`src/rtl/noc_pkg.sv`:
```
// noc_pkg: shared flit-format constants and FSM state types for the NoC
// router input stage.
//   FLIT_* : one-hot flit id codes carried in flit[ID_LSB +: ID_W]
//   LEN_*  : position/width of the packet length field in a header flit
//   rd_state_e / wr_state_e : read-side and write-side packet FSM states
package noc_pkg;

  localparam int ID_LSB  = 0;
  localparam int ID_W    = 3;
  localparam int LEN_LSB = 3;
  localparam int LEN_W   = 12;

  localparam logic [ID_W-1:0] FLIT_HEADER = 3'b001;
  localparam logic [ID_W-1:0] FLIT_BODY   = 3'b010;
  localparam logic [ID_W-1:0] FLIT_TAIL   = 3'b100;

  typedef enum logic {
    RD_IDLE   = 1'b0,
    RD_ACTIVE = 1'b1
  } rd_state_e;

  typedef enum logic {
    WR_IDLE   = 1'b0,
    WR_IN_PKT = 1'b1
  } wr_state_e;

endpackage

```
`src/rtl/noc_fifo_mem.sv`:
```
// noc_fifo_mem: DEPTH x DATA_W flit storage, synchronous write, asynchronous
// read. No pointer or flow-control logic here; the owner drives addresses.
//   clk   : write clock
//   we    : write enable
//   waddr : write address
//   wdata : write data
//   raddr : read address
//   rdata : combinational read data
module noc_fifo_mem #(
  parameter int DEPTH  = 8,
  parameter int DATA_W = 32
) (
  input  logic                     clk,
  input  logic                     we,
  input  logic [$clog2(DEPTH)-1:0] waddr,
  input  logic [DATA_W-1:0]        wdata,
  input  logic [$clog2(DEPTH)-1:0] raddr,
  output logic [DATA_W-1:0]        rdata
);

  logic [DATA_W-1:0] mem [DEPTH];

  // Storage is deliberately not reset; readers qualify with the empty flag.
  always_ff @(posedge clk) begin
    if (we) mem[waddr] <= wdata;
  end

  assign rdata = mem[raddr];

endmodule

```
`src/rtl/noc_input_buffer.sv`:
```
// noc_input_buffer: per-port router input stage. Buffers flits in a FIFO,
// decodes the head flit and presents request/id/length to the output arbiter.
// Pops one flit per cycle while grant is high.
//   clk, rst   : clock, asynchronous active-high reset
//   in_flit/in_valid/in_ready : upstream flit handshake
//   grant      : this port's arbiter grant bit
//   out_flit/out_valid : head flit to crossbar, FIFO non-empty
//   req, flit_id, length : arbiter request, head id, current packet length
//   occupancy  : stored flit count
//   err        : sticky protocol error
// Build option: define NOC_INBUF_FLITCHECK_EN to add a write-side packet
// checker that drops malformed flits and raises err.
module noc_input_buffer
  import noc_pkg::*;
#(
  parameter int DEPTH  = 8,
  parameter int DATA_W = 32
) (
  input  logic                   clk,
  input  logic                   rst,
  input  logic [DATA_W-1:0]      in_flit,
  input  logic                   in_valid,
  output logic                   in_ready,
  input  logic                   grant,
  output logic [DATA_W-1:0]      out_flit,
  output logic                   out_valid,
  output logic                   req,
  output logic [2:0]             flit_id,
  output logic [11:0]            length,
  output logic [$clog2(DEPTH):0] occupancy,
  output logic                   err
);

  localparam int AW = $clog2(DEPTH);
  localparam int PW = AW + 1;

  logic [PW-1:0]     wr_ptr, rd_ptr;
  logic              full, empty, push, pop, wr_en;
  logic [DATA_W-1:0] head;
  logic [ID_W-1:0]   head_id;
  logic [LEN_W-1:0]  len_q;
  rd_state_e         rd_state, rd_next;

  // Extra pointer MSB distinguishes full from empty when the indices match.
  assign empty     = (wr_ptr == rd_ptr);
  assign full      = (wr_ptr[AW] != rd_ptr[AW]) && (wr_ptr[AW-1:0] == rd_ptr[AW-1:0]);
  assign in_ready  = !full;
  assign out_valid = !empty;
  assign push      = in_valid && in_ready;
  assign pop       = grant && out_valid;
  assign occupancy = wr_ptr - rd_ptr;

  noc_fifo_mem #(.DEPTH(DEPTH), .DATA_W(DATA_W)) u_mem (
    .clk   (clk),
    .we    (wr_en),
    .waddr (wr_ptr[AW-1:0]),
    .wdata (in_flit),
    .raddr (rd_ptr[AW-1:0]),
    .rdata (head)
  );

`ifdef NOC_INBUF_FLITCHECK_EN
  wr_state_e wr_state, wr_next;
  logic      flit_ok, err_q;

  always_comb begin
    wr_next = wr_state;
    flit_ok = 1'b0;
    case (in_flit[ID_LSB +: ID_W])
      FLIT_HEADER: if (wr_state == WR_IDLE) begin
        flit_ok = 1'b1;
        wr_next = WR_IN_PKT;
      end
      FLIT_BODY: if (wr_state == WR_IN_PKT) flit_ok = 1'b1;
      FLIT_TAIL: if (wr_state == WR_IN_PKT) begin
        flit_ok = 1'b1;
        wr_next = WR_IDLE;
      end
      default: flit_ok = 1'b0;
    endcase
  end

  // Offending flits are still handshaken upstream so the link never stalls.
  always_ff @(posedge clk or posedge rst) begin
    if (rst) begin
      wr_state <= WR_IDLE;
      err_q    <= 1'b0;
    end else if (push) begin
      if (flit_ok) wr_state <= wr_next;
      else         err_q    <= 1'b1;
    end
  end

  assign wr_en = push && flit_ok;
  assign err   = err_q;
`else
  assign wr_en = push;
  assign err   = 1'b0;
`endif

  always_ff @(posedge clk or posedge rst) begin
    if (rst) begin
      wr_ptr <= '0;
      rd_ptr <= '0;
    end else begin
      if (wr_en) wr_ptr <= wr_ptr + PW'(1);
      if (pop)   rd_ptr <= rd_ptr + PW'(1);
    end
  end

  assign head_id = head[ID_LSB +: ID_W];

  always_comb begin
    rd_next = rd_state;
    case (rd_state)
      RD_IDLE:   if (pop && head_id == FLIT_HEADER) rd_next = RD_ACTIVE;
      RD_ACTIVE: if (pop && head_id == FLIT_TAIL)   rd_next = RD_IDLE;
      default:   rd_next = RD_IDLE;
    endcase
  end

  always_ff @(posedge clk or posedge rst) begin
    if (rst) rd_state <= RD_IDLE;
    else     rd_state <= rd_next;
  end

  // len_q captures the header length so it survives the header's pop; while
  // a header sits at the head its field is forwarded directly so the arbiter
  // sees the length in the same cycle as the request.
  always_ff @(posedge clk or posedge rst) begin
    if (rst)                                     len_q <= '0;
    else if (out_valid && head_id == FLIT_HEADER) len_q <= head[LEN_LSB +: LEN_W];
  end

  assign length   = (out_valid && head_id == FLIT_HEADER) ? head[LEN_LSB +: LEN_W] : len_q;
  assign out_flit = out_valid ? head : '0;
  assign flit_id  = out_valid ? head_id : '0;
  assign req      = out_valid && (rd_state == RD_ACTIVE || head_id == FLIT_HEADER);

endmodule

```
`config.mk`:
```
export PLATFORM = sky130hd
export DESIGN_NAME = noc_input_buffer
export DESIGN_NICKNAME = d
export VERILOG_FILES = /design/src/rtl/noc_pkg.sv /design/src/rtl/noc_fifo_mem.sv /design/src/rtl/noc_input_buffer.sv
export SDC_FILE = /design/constraint.sdc
export NUM_CORES = 1
export LEC_CHECK = 0
export ABC_AREA = 1
export CAP_MARGIN = 20
export CORE_MARGIN = 2
export CORE_UTILIZATION = 53
export DETAILED_ROUTE_END_ITERATION = 8
export MAX_ROUTING_LAYER = met4
export PLACE_DENSITY_LB_ADDON = 0.08
export SYNTH_ARGS = -nofsm -noshare
export SYNTH_HDL_FRONTEND = slang
export SYNTH_SLANG_ARGS = --single-unit
```
`constraint.sdc`:
```
create_clock -name clk -period 12.65 [get_ports clk]
set_input_delay 3.795 -clock clk [delete_from_list [all_inputs] [get_ports clk]]
set_output_delay 3.795 -clock clk [all_outputs]
set_load 0.01 [all_outputs]
```
==> results of run 1 <==
-- registers in the layout (all words and copies together) (netlist names) --
name       cells
wr_ptr         4
len_q         12
rd_state       1
rd_ptr         4
u_mem.mem    256
-- worst max-delay path: stages (launching register included) --
cell and delay (ns):
dfrtp_4 0.91, clkinv_2 0.82, buf_4 0.62, nand2_1 0.14, nand3_1 0.08, nand3_1 0.11, nand2_1 0.34, nand4_2 0.38
nand2_1 0.08, nand2_1 0.10, clkdlybuf4s50_1 0.55
-- layout by cell type (no fill, tap or decap) --
master / instances
dfrtp_2: 1
nand4_2: 1
clkdlybuf4s50_1: 89
nor3_1: 2
fa_1: 1
nand3_2: 2
nand3_1: 18
xnor2_1: 3
nand4_1: 12
edfxtp_1: 256
o21ai_0: 132
xor2_1: 5
a21oi_1: 13
inv_2: 1
clkinv_1: 8
nor3_2: 1
clkbuf_1: 3
o31ai_1: 1
nor2_4: 8
buf_4: 14
nand2_2: 4
bufinv_16: 5
conb_1: 1
o21ai_1: 20
diode_2: 1
a31oi_1: 17
nor2_1: 150
dfrtp_4: 1
clkinv_2: 4
inv_16: 1
clkbuf_16: 29
ha_1: 5
nand2_1: 210
dfrtp_1: 19
inv_1: 38
-- final cells by class --
| type | instances | area, um^2 | share of cell area |
|---|---|---|---|
| Sequential cell | 277 | 8220 | 0.611 |
| Multi-Input combinational cell | 606 | 2780 | 0.207 |
| Timing Repair Buffer | 103 | 996 | 0.0741 |
| Clock buffer | 32 | 737 | 0.0548 |
| Tap cell | 275 | 344 | 0.0256 |
| Clock inverter | 16 | 211 | 0.0157 |
| Inverter | 41 | 155 | 0.0115 |
| Antenna cell | 1 | 2.50 | 0.000186 |
-- routing by layer --
metal | share of wire | GRT usage | up-vias
met3 | 0.062 | 0.0419 | 29
met1 | 0.44 | 0.297 | 3495
met5 | 0 | - | -
met4 | 0.016 | 0.0491 | 0
li1 | - | - | 3553
met2 | 0.48 | 0.350 | 217
-- kinds of logic after synthesis --
group	synth area share
AOI/OAI and AO/OA	0.0819
buffers and inverters	0.0464
xor gates and xnor gates	0.00611
other	0.000327
DFF	0.716
and+or+nand+nor	0.142
adders and majority gates	0.00720
-- worst paths after layout --
path	start	to	slack, ns
hold reg to reg	len_q[5]	len_q[5]	0.47
setup reg to reg	rd_ptr[0]	len_q[9]	8.92
hold / removal	len_q[5]	len_q[5]	0.47
min in group asynchronous	rst	wr_ptr[1]	3.70
max in group asynchronous	rst	rd_ptr[0]	8.36
setup / recovery	rd_ptr[0]	length[7]	4.11
-- power by group through the flow --
| stage | combinational, mW | sequential (mW) | clock, mW |
|---|---|---|---|
| 2_1_floorplan | 0.952 | 1.23 | 0 |
| 3_3_place_gp | 1.49 | 1.29 | 0 |
| 3_5_place_dp | 1.50 | 1.30 | 0 |
| 4_1_cts | 1.51 | 1.28 | 0.861 |
| 5_1_grt | 1.66 | 1.30 | 0.895 |
| 6_report | 1.49 | 1.28 | 0.848 |
-- through the flow --
step           instances  worst slack [ns]  cell area (um^2)
6_report            1351              4.11             13400
5_1_grt             1351              3.69             13400
4_1_cts             1350              4.08             13400
3_5_place_dp        1302              4.66             12500
3_3_place_gp        1302              4.74             12500
2_1_floorplan        984              6.02             11500
==> results.md, run 1 <==
- Status: finished, final reports clean
- DR WL/cell: 17.8 um
- Setup violators final: 0
- RSZ-0062 raised after global routing: no
- Async S/R FF share, synth: 0.0758
- MaxCap Viol Count: 0
- Layout cells sized above 1: 0.0670
- Clk root buf: clkbuf_16
- Fillers: 1,687
- Slew HR: 0.406
- Initial Util: 0.542
- Core area: 21,200 um^2
- Post-synthesis cell type count: 31
- Final-report max-slew violation count: 0
- Fmax: 0.117 GHz
- Vias per Instance: 5.40
- Clock power frac: 0.234
- CTS H-tree lvls: 1
- Sequential fraction of the synthesis area: 0.716
- CTS sink cnt: 277
- Nets: 1,100
- Initial antenna violation count: 1
- Syn Inst Count: 984
- Initial drt markers: 583
- Yosys warnings: 0
- Worst-Skew Late Latency: 0.55 ns
- Drt total wl: 24,000 um
- R2r worst-path depth: 9
- Fin crit share: 0.675
- Die W: 151 um
- Initial DRT Pass Iterations: 5
- Syn nets: 1,026
- Most frequent cells after synthesis: 256 x edfxtp_1, 210 x nand2_1, 157 x nor2_1
- Mean post-synth cell area: 11.7 um^2
- P_leak: 4.93 nW
- Fin Clk Skew: 0.00837 ns
- Area share of the leading cell type in the synthesized netlist: 0.670
- Synth area leaders: edfxtp_1 67%, nand2_1 6.9%, o21ai_0 5.8%
- Die Area: 22,800 um^2
- Hold slack final: 0.472 ns
- Residual DRC: 0
- Data required, critical path: 8.85 ns
- Combinational Power Share: 0.412
- DRT antenna net count: 0
- Power, Total: 3.62 mW
- Largest net degree at the start of global routing: 74
- Routability-driven placement congestion ratio: 0.754
- Post-cts resize count: 0
- Most common cell in the synthesized netlist: edfxtp_1
- Post-synth EDFFs: 256
- Vias in the first global route: 6,998
- Post-layout min period: 8.54 ns
- CTS buffer count: 29
- Maximum VDD drop: 0.000164 V
- Worst Setup Start Kind: flop
- CP Capture Type: primary output
- Reg clk slew, reported paths: 0.06 ns
- Global-route wire length before repair: 37,500 um
- WS Path Type: flop to primary output
- Total global routing overflow: 0
- Worst slew pin tran: 0.890 ns
- Post-synth top area cell: edfxtp_1
- Rows: 53
- Core Util, Final: 0.636
- IO Port Bufs: 89
- Register share of total power: 0.354
- Post-DP HPWL: 12,600 um
- Via count: 7,294
- Worst-path fanout max: 73
- CTS tree: done
- Hold Fails Final Rpt: 0
- Hold buffer count at cts: 0
- Synth Flop Type: edfxtp_1
- Power Internal: 2.30 mW
- Arr. time, crit path: 4.74 ns
- P_sw: 1.32 mW
- Class of the worst hold path: flop to flop
- Die H: 151 um
- Power Dens Cells: 269 nW/um^2
- Setup tns final: 0 ns
- Area grow syn2layout: 17.2%
- IO Count: 91
- Synth Register Bits: 277
- Syn Std Cell Area: 11,500 um^2
- Total track usage: 0.219
- Sw frac: 0.365
- Max clock buf depth: 3
- Post-CTS setup buffers: 0
- Hold depth: 2
Power figures use the tool's default switching activity.
==> inputs of run 2 (changes only) <==
CORE_UTILIZATION = 52   (was 53)
clock period = 7.35 ns   (was 12.65 ns; I/O delays follow)
==> run 2 against run 1 <==
Net effect: power rose by 73%; design area is 0.28% higher; combinational power increased by 77%; utilization decreased by 1.6 points; sequential power up 68%; clock skew grew 0.0083 ns; clock power is 72% higher; clock-buffer cell count is 3 higher; register-to-register slack got worse by 5.2 ns.
==> results.md, run 2 (synthesized netlist as in run 1, its figures left out) <==
- Status: finished, final reports clean
- IO Count: 91 (unchanged)
- Total track usage: 0.221 (+0.00151)
- RR Startpoint: rd_ptr[2]
- Worst slew pin tran: 0.997 ns (+0.107 ns)
- Maximum VDD drop: 0.000246 V (+50%)
- P_leak: 4.94 nW (+0.30%)
- Clock power frac: 0.234 (about the same)
- DR WL/cell: 18.6 um (+4.9%)
- Sw frac: 0.371 (+0.00569)
- Post-layout min period: 6.33 ns
- Setup slack at placement: 1.56 ns (-3.10 ns)
- Class of the worst hold path: flop to flop
- WS Path Type: flop to primary output
- CTS H-tree lvls: 1 (unchanged)
- CP max stage cell: dfrtp_1
- Critical-path cell list: clkinv_1 -> ha_1 -> inv_1 -> nor3_1 -> nand2_1 -> inv_1 -> nor2_1 -> clkdlybuf4s50_1
- Global-route wire length before repair: 39,200 um (+4.7%)
- Rows: 54 (+1.9%)
- Reg-to-reg slack, setup: 3.76 ns (-5.16 ns)
- Die Area: 23,300 um^2 (+1.9%)
- Hold Fails Final Rpt: 0 (unchanged)
- Initial DRT Pass Iterations: 5 (unchanged)
- Worst R2R End: u_mem.mem[1][3]
- RSZ-0062 raised after global routing: no
- Hold depth: 2 (unchanged)
- Biggest regs: u_mem.mem: 256 flops, len_q: 12 flops
- CTS sink cnt: 277 (unchanged)
- CP Capture Type: primary output
- Hold_sp: len_q[9]
- Largest reg by FF count: u_mem.mem
- Routability-driven placement congestion ratio: 0.748 (-0.85%)
- Vias in the first global route: 7,044 (+0.66%)
- Total global routing overflow: 0 (unchanged)
- Final-report max-slew violation count: 0 (unchanged)
- Number of diodes: 0 (-1)
- Reg clk slew, reported paths: 0.06 ns (about the same)
- IO Port Bufs: 89 (unchanged)
- Via count: 7,375 (+1.1%)
- Nets: 1,100 (unchanged)
- Initial drt markers: 501 (-14%)
- CTS tree: done
- CTS buffer count: 29 (unchanged)
- Data required, critical path: 5.14 ns (-3.71 ns)
- Fmax: 0.158 GHz
- Die W: 153 um (+0.93%)
- Cell mode on critical path: inv_1
- Most frequent cells in the layout: 256 x edfxtp_1, 210 x nand2_1, 150 x nor2_1, 132 x o21ai_0, 89 x clkdlybuf4s50_1
- Initial Util: 0.527 (-0.0150)
- Max incr delay on CP: 0.85 ns (-0.06 ns)
- Power Dens Cells: 463 nW/um^2 (+72%)
- Slew HR: 0.335 (-0.0713)
- Clk root buf: clkbuf_16
- Residual DRC: 0 (unchanged)
- Layout cells sized above 1: 0.0759 (+0.00888)
- Worst-Skew Late Latency: 0.55 ns (about the same)
- Setup violators final: 0 (unchanged)
- Fin crit share: 0.861
- Setup tns final: 0 ns (unchanged)
- Inst Count DP: 1,307 (+0.38%)
- Worst Slack Setup Final: 1.02 ns (-3.09 ns)
- Post-CTS setup buffers: 0 (unchanged)
- Max reg flops: 256 (unchanged)
- Largest net degree at the start of global routing: 89 (+20%)
- Combinational Power Share: 0.422 (+0.010)
- MaxCap Viol Count: 0 (unchanged)
- Area grow syn2layout: 17.6%
- R2r worst-path depth: 10 (+1)
- Initial antenna violation count: 0 (-1)
- Hold buffer count at cts: 0 (unchanged)
- Power, Total: 6.25 mW (+73%)
- DRT antenna net count: 0 (unchanged)
- Arr. time, crit path: 4.12 ns (-0.62 ns)
- Register share of total power: 0.345 (-0.009)
- Core area: 21,800 um^2 (+2.8%)
- Worst Setup Start Kind: flop
- Power Internal: 3.93 mW (+71%)
- Drt total wl: 25,300 um (+5.7%)
- P_sw: 2.32 mW (+75%)
- Die H: 153 um (+0.93%)
- Hold slack final: 0.473 ns (+0.00126 ns)
- Max clock buf depth: 3 (unchanged)
- Vias per Instance: 5.42 (+0.37%)
- Worst-path fanout max: 18 (-75%)
- Final std cells w/o fill: 1,361 (+0.74%)
- Commonest non-fill, non-tap cell in the layout: edfxtp_1
- Post-cts resize count: 0 (unchanged)
- Fin Clk Skew: 0.0166 ns (+0.00827 ns)
- Hold EP: len_q[9]
- Post-DP HPWL: 13,400 um (+6.4%)
==> run 2: changes by cell type in the layout (fill, tap and decap cells not counted), sizes merged <==
cell and delta:
diode -1, bufinv -2, clkbuf +3, clkinv +2
clkinvlp +3
==> run 2: power groups by stage <==
stage	registers, mW	logic (mW)	clock network (mW)
floorplan	2.12	1.64	0
global placement	2.18	2.63	0
detailed placement	2.18	2.65	0
CTS	2.15	2.66	1.48
global route	2.18	2.91	1.55
finish	2.15	2.63	1.46
==> run 2: layer usage <==
metal | global-route usage | share of wire
met1 | 0.293 | 0.44
met2 | 0.369 | 0.49
met3 | 0.0319 | 0.053
met4 | 0.0459 | 0.016
met5 | - | 0
==> run 2: worst max-delay path: cells and delay by family (launching register included) <==
family,cells,cell delay [ns]
simple gates,3,0.83
buf+inv,4,1.48
fa+ha+maj,1,0.40
flops,1,0.85
==> run 2: area by class of cell <==
class | count | area (um^2)
fillers | 1730 | 8270
flip-flops and latches | 277 | 8220
multi-input cells | 606 | 2780
repair buffers | 103 | 1010
clock buffers | 35 | 768
well taps | 280 | 350
clock inverters | 19 | 201
inverters | 41 | 155
==> run 2: worst max path at each step <==
stage                     cells after the start  slack [ns]  startpoint         endpoint
after detailed placement                      9        1.56   rd_ptr[0]        length[3]
final                                         8        1.02   rd_ptr[2]      out_flit[0]
after global routing                          8        0.78   rd_ptr[2]      out_flit[0]
after global placement                        9        1.58   rd_ptr[0]        length[8]
after floorplan                               2        2.31    in_valid  u_mem.mem[7][0]
after CTS                                     9        0.98   rd_ptr[0]        length[3]
==> run 2: metrics by stage <==
step,instance area (um^2),util
finish,13500,0.620
global route,13500,0.620
CTS,13500,0.620
detailed placement,12500,0.575
global placement,12500,0.575
floorplan,11500,-
==> inputs of run 3 (changes only) <==
CAP_MARGIN = not set   (was 20)
CORE_UTILIZATION = 53   (was 52)
clock period = 5.95 ns   (was 7.35 ns; I/O delays follow)
==> run 3 against run 2 <==
Net effect: via count grew 0.47%; sequential power grew 20%; die area shrank 1.8%; worst hold slack lost 0.0065 ns; highest routed layer unchanged; cell count is the same; clock-buffer cell count grew 5; combinational power grew 28%; register-to-register slack lost 1.2 ns; first-iteration DRC count grew 14%; power grew 24%; clock skew shrank 0.0077 ns; critical endpoint is now length[2]; routed wire length is essentially flat.
==> results.md, run 3 (synthesized netlist as in run 1, its figures left out) <==
- Status: finished, final reports clean
- Drt total wl: 25,300 um (about the same)
- Worst slew pin tran: 0.884 ns (-0.113 ns)
- Arr. time, crit path: 3.58 ns (-0.54 ns)
- Die H: 151 um (-0.92%)
- Initial antenna violation count: 1 (+1)
- Fin crit share: 0.902
- Worst Setup Start Kind: flop
- Maximum VDD drop: 0.000304 V (+24%)
- WS Path Type: flop to primary output
- DRT antenna net count: 0 (unchanged)
- Met1 Resource Use GR: 0.325 (+0.0319)
- Initial DRT Pass Iterations: 5 (unchanged)
- Sw frac: 0.372 (+0.00126)
- Worst Slack Setup Final: 0.581 ns (-0.440 ns)
- RSZ-0062 raised after global routing: no
- Placed Area: 12,500 um^2 (about the same)
- Critical-path cell list: buf_4 -> nand2_1 -> nand3_1 -> nand3_1 -> nand2_1 -> nand4_2 -> nand2_1 -> nand2_1 -> clkdlybuf4s50_1
- Fmax: 0.186 GHz
- Initial drt markers: 572 (+14%)
- Nets: 1,105 (+0.45%)
- Rows: 53 (-1.9%)
- Final Cell Area: 13,500 um^2 (about the same)
- Power Internal: 4.86 mW (+24%)
- CTS sink cnt: 277 (unchanged)
- CP Buf/Inv Count: 2 (-2)
- P_leak: 4.94 nW (about the same)
- Busiest grt layer: met2
- Fillers: 1,626 (-6.0%)
- Die W: 151 um (-0.92%)
- Fin Clk Skew: 0.00896 ns (-0.00769 ns)
- Max clock buf depth: 3 (unchanged)
- Register share of total power: 0.335 (-0.010)
- Post-cts resize count: 0 (unchanged)
- Cell mode on critical path: nand2_1
- MaxCap Viol Count: 0 (unchanged)
- Class of the worst hold path: flop to flop
- Vias per Instance: 5.44 (+0.47%)
- Largest reg by FF count: u_mem.mem
- Setup violators final: 0 (unchanged)
- Largest net degree at the start of global routing: 80 (-10%)
- Met2 GRT Util: 0.363 (-0.00644)
- Reg clk slew, reported paths: 0.06 ns (about the same)
- Layout cells sized above 1: 0.0719 (-0.00397)
- Worst-path fanout max: 79 (+61)
- Clock power frac: 0.231 (-0.003)
- Area grow syn2layout: 17.6% (about the same)
- CTS buffer count: 30 (+3.4%)
- Die Area: 22,800 um^2 (-1.8%)
- CP max stage cell: buf_4
- Worst-Skew Late Latency: 0.56 ns (about the same)
- Setup tns final: 0 ns (unchanged)
- CTS tree: done
- Max incr delay on CP: 0.66 ns (-0.19 ns)
- Total track usage: 0.231 (+0.0100)
- Hold slack final: 0.466 ns (-0.00649 ns)
- Max reg flops: 256 (unchanged)
- Setup slack at placement: 1.12 ns (-0.439 ns)
- Initial Util: 0.542 (+0.0150)
- Data required, critical path: 4.16 ns (-0.98 ns)
- Final-report max-slew violation count: 0 (unchanged)
- Hold Fails Final Rpt: 0 (unchanged)
- Via count: 7,410 (+0.47%)
- P_sw: 2.89 mW (+24%)
- Global-route wire length before repair: 38,600 um (-1.7%)
- Hold buffer count at cts: 0 (unchanged)
- Vias in the first global route: 6,846 (-2.8%)
- Residual DRC: 0 (unchanged)
- Total global routing overflow: 0 (unchanged)
- Biggest regs: u_mem.mem: 256 flops, len_q: 12 flops
- CP top delay family: simple AND/OR/NAND/NOR gates
- Combinational Power Share: 0.435 (+0.013)
- Most frequent cells in the layout: 256 x edfxtp_1, 210 x nand2_1, 150 x nor2_1, 132 x o21ai_0, 89 x clkdlybuf4s50_1
- GRT met3 Usage: 0.0343 (+0.00248)
- IO Count: 91 (unchanged)
- Commonest non-fill, non-tap cell in the layout: edfxtp_1
- Post-CTS setup buffers: 0 (unchanged)
- Post-layout min period: 5.37 ns
- Slew HR: 0.410 (+0.0747)
- DR WL/cell: 18.6 um (about the same)
- Core area: 21,200 um^2 (-2.8%)
- CTS H-tree lvls: 1 (unchanged)
- IO Port Bufs: 89 (unchanged)
- Power Dens Cells: 575 nW/um^2 (+24%)
- Clk root buf: clkbuf_16
- CP Capture Type: primary output
- Routability-driven placement congestion ratio: 0.758 (+1.4%)
- Post-DP HPWL: 14,100 um (+5.2%)
[run 3: area by class of cell]
cell class | instances | area, um^2 | share of cell area
timing repair buffer | 107 | 1030 | 0.0761
antenna | 1 | 2.50 | 0.000186
multi-input combinational | 606 | 2780 | 0.206
inverter | 41 | 155 | 0.0115
tap | 275 | 344 | 0.0255
sequential | 277 | 8220 | 0.609
clock inverter | 14 | 171 | 0.0127
clock buffer | 40 | 788 | 0.0585
[run 3: worst register-to-register path, stage by stage (launching register included)]
cell	delay, ns
dfrtp_1	0.32
buf_4	0.26
clkinv_1	0.14
ha_1	0.35
inv_1	0.09
nor3_1	0.05
nand2_1	0.12
nand2_1	0.13
inv_1	0.14
nand2_1	0.28
nor2_4	0.76
buf_4	0.39
[run 3: per-layer routing]
metal | part of all wire | wire, um
met2 | 0.47 | 12000
met1 | 0.45 | 11500
met3 | 0.055 | 1410
met4 | 0.017 | 422
met5 | 0 | 0
[run 3: power by group through the flow]
stage,Sequential (mW),Clock [mW],Combinational (mW)
floorplan,2.62,0,2.02
global placement,2.62,0,3.36
detailed placement,2.63,0,3.38
CTS,2.59,1.82,3.40
global route,2.62,1.91,3.73
finish,2.59,1.79,3.37
[run 3: metrics by stage]
| step | total power [mW] | std cells | util |
|---|---|---|---|
| 6_report | 7.75 | 1361 | 0.637 |
| 5_1_grt | 8.25 | 1361 | 0.637 |
| 4_1_cts | 7.82 | 1360 | 0.637 |
| 3_5_place_dp | 6.01 | 1306 | 0.592 |
| 3_3_place_gp | 5.98 | 1306 | 0.592 |
| 2_1_floorplan | 4.64 | 984 | - |
[run 3: worst paths after layout]
check / from / to / slack, ns / cells past startpoint
worst max-delay path: rd_ptr[0] / length[2] / 0.58 / 9
worst min-delay path: len_q[5] / len_q[5] / 0.47 / 2
worst max register to register: rd_ptr[2] / u_mem.mem[0][21] / 2.59 / 11
worst min register to register: len_q[5] / len_q[5] / 0.47 / 2
max in group asynchronous: rst / rd_ptr[0] / 3.59 / 2
min in group asynchronous: rst / wr_ptr[0] / 1.72 / 2
